## config.mk

```make
export PLATFORM = sky130hd
export DESIGN_NAME = silife_wb_host
export DESIGN_NICKNAME = d
export VERILOG_FILES = /design/src/rtl/silife_wb_host.sv
export SDC_FILE = /design/constraint.sdc
export NUM_CORES = 1
export LEC_CHECK = 0
export BUFFER_PORTS_ARGS = -buffer_cell sky130_fd_sc_hd__buf_2
export CELL_PAD_IN_SITES_DETAIL_PLACEMENT = 0
export CELL_PAD_IN_SITES_GLOBAL_PLACEMENT = 1
export CORE_ASPECT_RATIO = 1.2
export CORE_MARGIN = 2
export CORE_UTILIZATION = 34
export CTS_BUF_LIST = sky130_fd_sc_hd__clkbuf_16
export CTS_CLUSTER_DIAMETER = 150
export DETAILED_ROUTE_END_ITERATION = 6
export GPL_ROUTABILITY_DRIVEN = 0
export GPL_TIMING_DRIVEN = 0
export HOLD_SLACK_MARGIN = 0.1
export PLACE_DENSITY = 0.9
export RECOVER_POWER = 50
export REMOVE_ABC_BUFFERS = 1
export SYNTH_ARGS = -nofsm -noshare
export SYNTH_HDL_FRONTEND = slang
export SYNTH_SLANG_ARGS = --single-unit
```

## constraint.sdc

```tcl
create_clock -name clk -period 1.55 [get_ports clk]
set_input_delay 0 -clock clk [delete_from_list [all_inputs] [get_ports clk]]
set_output_delay 0 -clock clk [all_outputs]
set_load 0.005 [all_outputs]
```

## src/rtl/silife_wb_host.sv

```systemverilog
// silife_wb_host
// Turns a simple valid/ready command stream into single-beat classic
// Wishbone cycles. It returns one response per command on a valid/ready
// response stream.
//
// Parameters
//   BASE_ADDR       upper address byte, driven on o_wb_addr[31:24]
//   TIMEOUT_CYCLES  maximum number of BUS cycles spent waiting for ack (2..255)
//
// Optional feature (macro SILIFE_WB_HOST_TIMEOUT_EN)
//   defined   : a bus timeout counter ends a stalled cycle with o_rsp_err = 1
//   undefined : BUS waits for ack forever, and o_rsp_err is tied to 0
//
// Ports
//   clk, reset                  clock (rising edge), synchronous active-high reset
//   i_cmd_valid / o_cmd_ready   command handshake
//   i_cmd_we, i_cmd_addr,
//   i_cmd_data                  command: direction, 24-bit offset, write data
//   o_rsp_valid / i_rsp_ready   response handshake
//   o_rsp_data, o_rsp_err       read data (0 for writes/errors), timeout flag
//   o_wb_*, i_wb_*              Wishbone initiator
//   o_busy                      high whenever the FSM is not IDLE
module silife_wb_host #(
    parameter logic [7:0] BASE_ADDR      = 8'h30,
    parameter int         TIMEOUT_CYCLES = 64
) (
    input  logic        clk,
    input  logic        reset,
    input  logic        i_cmd_valid,
    output logic        o_cmd_ready,
    input  logic        i_cmd_we,
    input  logic [23:0] i_cmd_addr,
    input  logic [31:0] i_cmd_data,
    output logic        o_rsp_valid,
    input  logic        i_rsp_ready,
    output logic [31:0] o_rsp_data,
    output logic        o_rsp_err,
    output logic        o_wb_cyc,
    output logic        o_wb_stb,
    output logic        o_wb_we,
    output logic [31:0] o_wb_addr,
    output logic [31:0] o_wb_data,
    input  logic        i_wb_ack,
    input  logic [31:0] i_wb_data,
    output logic        o_busy
);

    typedef enum logic [1:0] {
        S_IDLE = 2'd0,
        S_BUS  = 2'd1,
        S_RESP = 2'd2
    } state_t;

    state_t      r_state;
    state_t      w_state_nxt;

    logic        r_we;
    logic [31:0] r_wb_addr;
    logic [31:0] r_wb_data;
    logic [31:0] r_rsp_data;

    logic        w_accept;
    logic        w_ack;
    logic        w_expire;

    assign w_accept = i_cmd_valid && (r_state == S_IDLE);
    // An ack outside BUS is ignored.
    assign w_ack    = i_wb_ack && (r_state == S_BUS);

`ifdef SILIFE_WB_HOST_TIMEOUT_EN
    localparam logic [7:0] TMO_LAST = 8'(TIMEOUT_CYCLES - 1);

    logic [7:0] r_tmo_cnt;
    logic       r_rsp_err;

    // The counter is held at zero outside BUS, so it is already clear
    // on entry. The check against TMO_LAST happens on the edge that would
    // otherwise increment past it. BUS therefore lasts exactly
    // TIMEOUT_CYCLES cycles when no ack arrives.
    always_ff @(posedge clk) begin
        if (reset || r_state != S_BUS)
            r_tmo_cnt <= 8'd0;
        else if (!i_wb_ack)
            r_tmo_cnt <= r_tmo_cnt + 8'd1;
    end

    // If an ack arrives on the expiry edge, the ack wins.
    assign w_expire = (r_state == S_BUS) && !i_wb_ack && (r_tmo_cnt == TMO_LAST);

    always_ff @(posedge clk) begin
        if (reset)
            r_rsp_err <= 1'b0;
        else if (w_ack)
            r_rsp_err <= 1'b0;
        else if (w_expire)
            r_rsp_err <= 1'b1;
    end

    assign o_rsp_err = r_rsp_err;
`else
    assign w_expire  = 1'b0;
    assign o_rsp_err = 1'b0;
`endif

    // State register
    always_ff @(posedge clk) begin
        if (reset)
            r_state <= S_IDLE;
        else
            r_state <= w_state_nxt;
    end

    // Next-state logic
    always_comb begin
        w_state_nxt = r_state;
        case (r_state)
            S_IDLE: if (i_cmd_valid)          w_state_nxt = S_BUS;
            S_BUS:  if (i_wb_ack || w_expire) w_state_nxt = S_RESP;
            S_RESP: if (i_rsp_ready)          w_state_nxt = S_IDLE;
            default:                          w_state_nxt = S_IDLE;
        endcase
    end

    // Command capture and response data
    always_ff @(posedge clk) begin
        if (reset) begin
            r_we       <= 1'b0;
            r_wb_addr  <= 32'd0;
            r_wb_data  <= 32'd0;
            r_rsp_data <= 32'd0;
        end else begin
            if (w_accept) begin
                r_we      <= i_cmd_we;
                r_wb_addr <= {BASE_ADDR, i_cmd_addr};
                r_wb_data <= i_cmd_data;
            end
            if (w_ack)
                r_rsp_data <= r_we ? 32'd0 : i_wb_data;
            else if (w_expire)
                r_rsp_data <= 32'd0;
        end
    end

    // cyc and stb are decoded straight from the state. They therefore rise
    // on the accept edge, fall on the ack/expiry/reset edge, and always match.
    assign o_wb_cyc    = (r_state == S_BUS);
    assign o_wb_stb    = (r_state == S_BUS);
    assign o_wb_we     = r_we;
    assign o_wb_addr   = r_wb_addr;
    assign o_wb_data   = r_wb_data;
    assign o_cmd_ready = (r_state == S_IDLE);
    assign o_rsp_valid = (r_state == S_RESP);
    assign o_rsp_data  = r_rsp_data;
    assign o_busy      = (r_state != S_IDLE);

endmodule
```

==> flow_summary.json <==
{
  "min_period_over_period_pct": 91.26,
  "cts_buffer_depth": 2,
  "synth_cells": 415,
  "wirelength_um": 11040,
  "ioPinCount": 197,
  "routedWlPerCell_um": 13.06,
  "synthTopCellsByCount": "146 x nand2b_1, 92 x dfxtp_1, 89 x mux2i_1, 29 x or3b_2, 18 x clkbuf_1",
  "num_vias": 3745,
  "rows": 44,
  "grt_pass1_wl_um": 17420,
  "drc": 0,
  "port_buffers": 189,
  "h-tree-depth": 3,
  "cts_buffers": 9,
  "status": "finished, final reports clean",
  "synth_seq_cells": 92,
  "core_um2": 12220,
  "grt_max_degree": 126,
  "power_density_nw_per_um2": 906.5,
  "yosysTopAreaCell": "dfxtp_1",
  "hold_ws_ns": 0.2433,
  "routed_via_density": 4.432,
  "drv_slew": 0,
  "fmax_mhz": 707.0,
  "areaGrowthSynthToFinish_pct": 51.90,
  "grt_pass1_vias": 3752,
  "peakVddDrop_mv": 0.6609,
  "worstSetupEndpointType": "register",
  "crit_chain": "and3b_2 > buf_12 > mux2i_1",
  "placed_area_um2": 5335,
  "syn-cell-area_um2": 4284,
  "yosys.cell_types.count": 19,
  "final-setup-viol-count": 0,
  "setup_tns_ns": 0,
  "fillers": 1117,
  "drive_gt1_share_pct": 26.90,
  "die_w_um": 106.5,
  "firstDrtPassIters": 4,
  "design_area_um2": 6507,
  "cts_tree": "done",
  "ys_warn_count": 0,
  "ff_latch_area_um2": 1843,
  "clock_latency_ns": 0.33,
  "path_max_fanout": 28,
  "fin_cells": 845,
  "p_leak_nw": 2.773,
  "drt_iter0_markers": 153,
  "ys_top_cells_by_area": "dfxtp_1 43%, nand2b_1 21%, mux2i_1 21%, or3b_2 5.9%, buf_4 2.1%",
  "crit_required_ns": 1.80,
  "dp.cells": 735,
  "cp.arrival_ns": 1.67,
  "start_util_pct": 35.05,
  "rsz0062_at_grt": "false",
  "hpwl_um": 6930,
  "period_needed_ns": 1.414,
  "crit_path_start_kind": "register",
  "synth_top_area_share_pct": 42.99,
  "multi_input_area_um2": 2203,
  "synth_most_common_cell": "nand2b_1",
  "synth-edff-count": 0,
  "hold_viol_final": 0,
  "synth_seq_area_share_pct": 42.99,
  "relSlewSlack_pct": 64.70,
  "critPathKind": "register to register",
  "fin_nets": 773,
  "track_usage_pct": 15.94,
  "die_area_um2": 13520,
  "worstMarginPinSlew_ns": 0.5295,
  "async_flop_share_pct": 0,
  "slowest_stage": "dfxtp_1",
  "cts_sinks": 92,
  "fin_skew_ns": 0.008281,
  "hold_path.class": "input port to register",
  "antenna_found_initial": 0,
  "ys.flop_type": "dfxtp_1",
  "cts.reportedPaths.clkPinSlew_ns": 0.07,
  "cts_root_buffer": "clkbuf_16",
  "die_h_um": 127.0,
  "final_antenna_net_count": 0,
  "diodes": 0,
  "avgSynthCellArea_um2": 10.32,
  "grt.overflow.total": 0,
  "slowest_delay_ns": 0.46,
  "drv_cap": 0
}
worst paths after layout:
| kind | startpoint | endpoint | slack, ns | cells past startpoint |
|---|---|---|---|---|
| setup / recovery | r_state[0] | o_rsp_data[27] | 0.14 | 3 |
| hold / removal | reset | o_rsp_data[31] | 0.24 | 3 |
| setup reg to reg | r_state[0] | o_rsp_data[27] | 0.14 | 3 |
| hold reg to reg | o_rsp_data[4] | o_rsp_data[4] | 0.47 | 2 |
where the power goes:
| part | internal [W] | switching, W |
|---|---|---|
| Sequential | 0.00251 | 0.0000969 |
| Combinational | 0.000615 | 0.000395 |
| Clock | 0.00140 | 0.000884 |
| Total | 0.00452 | 0.00138 |
per-layer routing:
layer  part of all wire, %  GRT usage [%]  vias to the layer above
li1                      -              -                     1865
met1                    41          17.19                     1725
met2                    51          29.60                      136
met3                   6.0          4.265                       19
met4                   1.6          5.806                        0
met5                     0              0                        -
through the flow:
stage          utilization (%)  total power [W]  setup slack (ns)
2_1_floorplan                -         0.003084            -2.448
3_3_place_gp             42.49         0.003456            -3.624
3_5_place_dp             43.65         0.003499           -0.2993
4_1_cts                  53.86         0.005987            0.1381
5_1_grt                  53.25         0.006196           0.02235
6_report                 53.25         0.005899            0.1355
final cells by class:
cell class,instances,share of cell area (%)
Clock buffer,9,3.461
Sequential cell,92,28.32
Timing Repair Buffer,289,29.84
Multi-Input combinational cell,285,33.86
Tap cell,161,3.096
Clock inverter,7,1.307
Inverter,2,0.1154
registers in the layout (all words and copies together) (netlist names):
register and cells:
o_wb_addr 25, o_rsp_data 32, o_wb_we 1, o_wb_data 32, r_state 2
layout by cell type, fill, tap and decap left out:
cell,n
dfxtp_2,1
buf_12,1
or2_2,1
or3b_1,5
clkbuf_1,60
nor2b_1,2
conb_1,7
buf_4,3
clkbuf_16,9
clkbuf_2,1
clkinv_4,1
buf_8,2
a21oi_1,2
nor3b_4,1
inv_1,5
nand2b_1,146
buf_2,127
dlygate4sd3_1,92
dfxtp_1,91
clkinv_2,1
bufinv_16,2
and3b_2,1
mux2i_1,89
or3b_2,29
buf_16,3
o21ba_2,1
nor3b_1,1
worst max-delay path, delay by kind of cell, from the launching register on:
kind	cells	cell delay, ns
and+or+nand+nor	1	0.37
buffers and inverters	1	0.25
DFF	1	0.46
muxes	1	0.23
timing repair:
action | 4_1_cts | 5_1_grt
endpoints found under the setup margin | 50 | 0
buffers inserted | 2 | 0
endpoints found under the hold margin | 92 | 0
hold buffers | 92 | 0
resized for setup | 1 | 0
cells by family after synthesis:
group | after synthesis | synth area share, %
other | 1 | 0.08753
AND/OR/NAND/NOR | 186 | 29.38
AO/OA/AOI/OAI | 3 | 0.4673
multiplexers | 89 | 20.79
buffers and inverters | 44 | 6.279
flip-flops | 92 | 42.99
(Power assumes the default switching activity.)
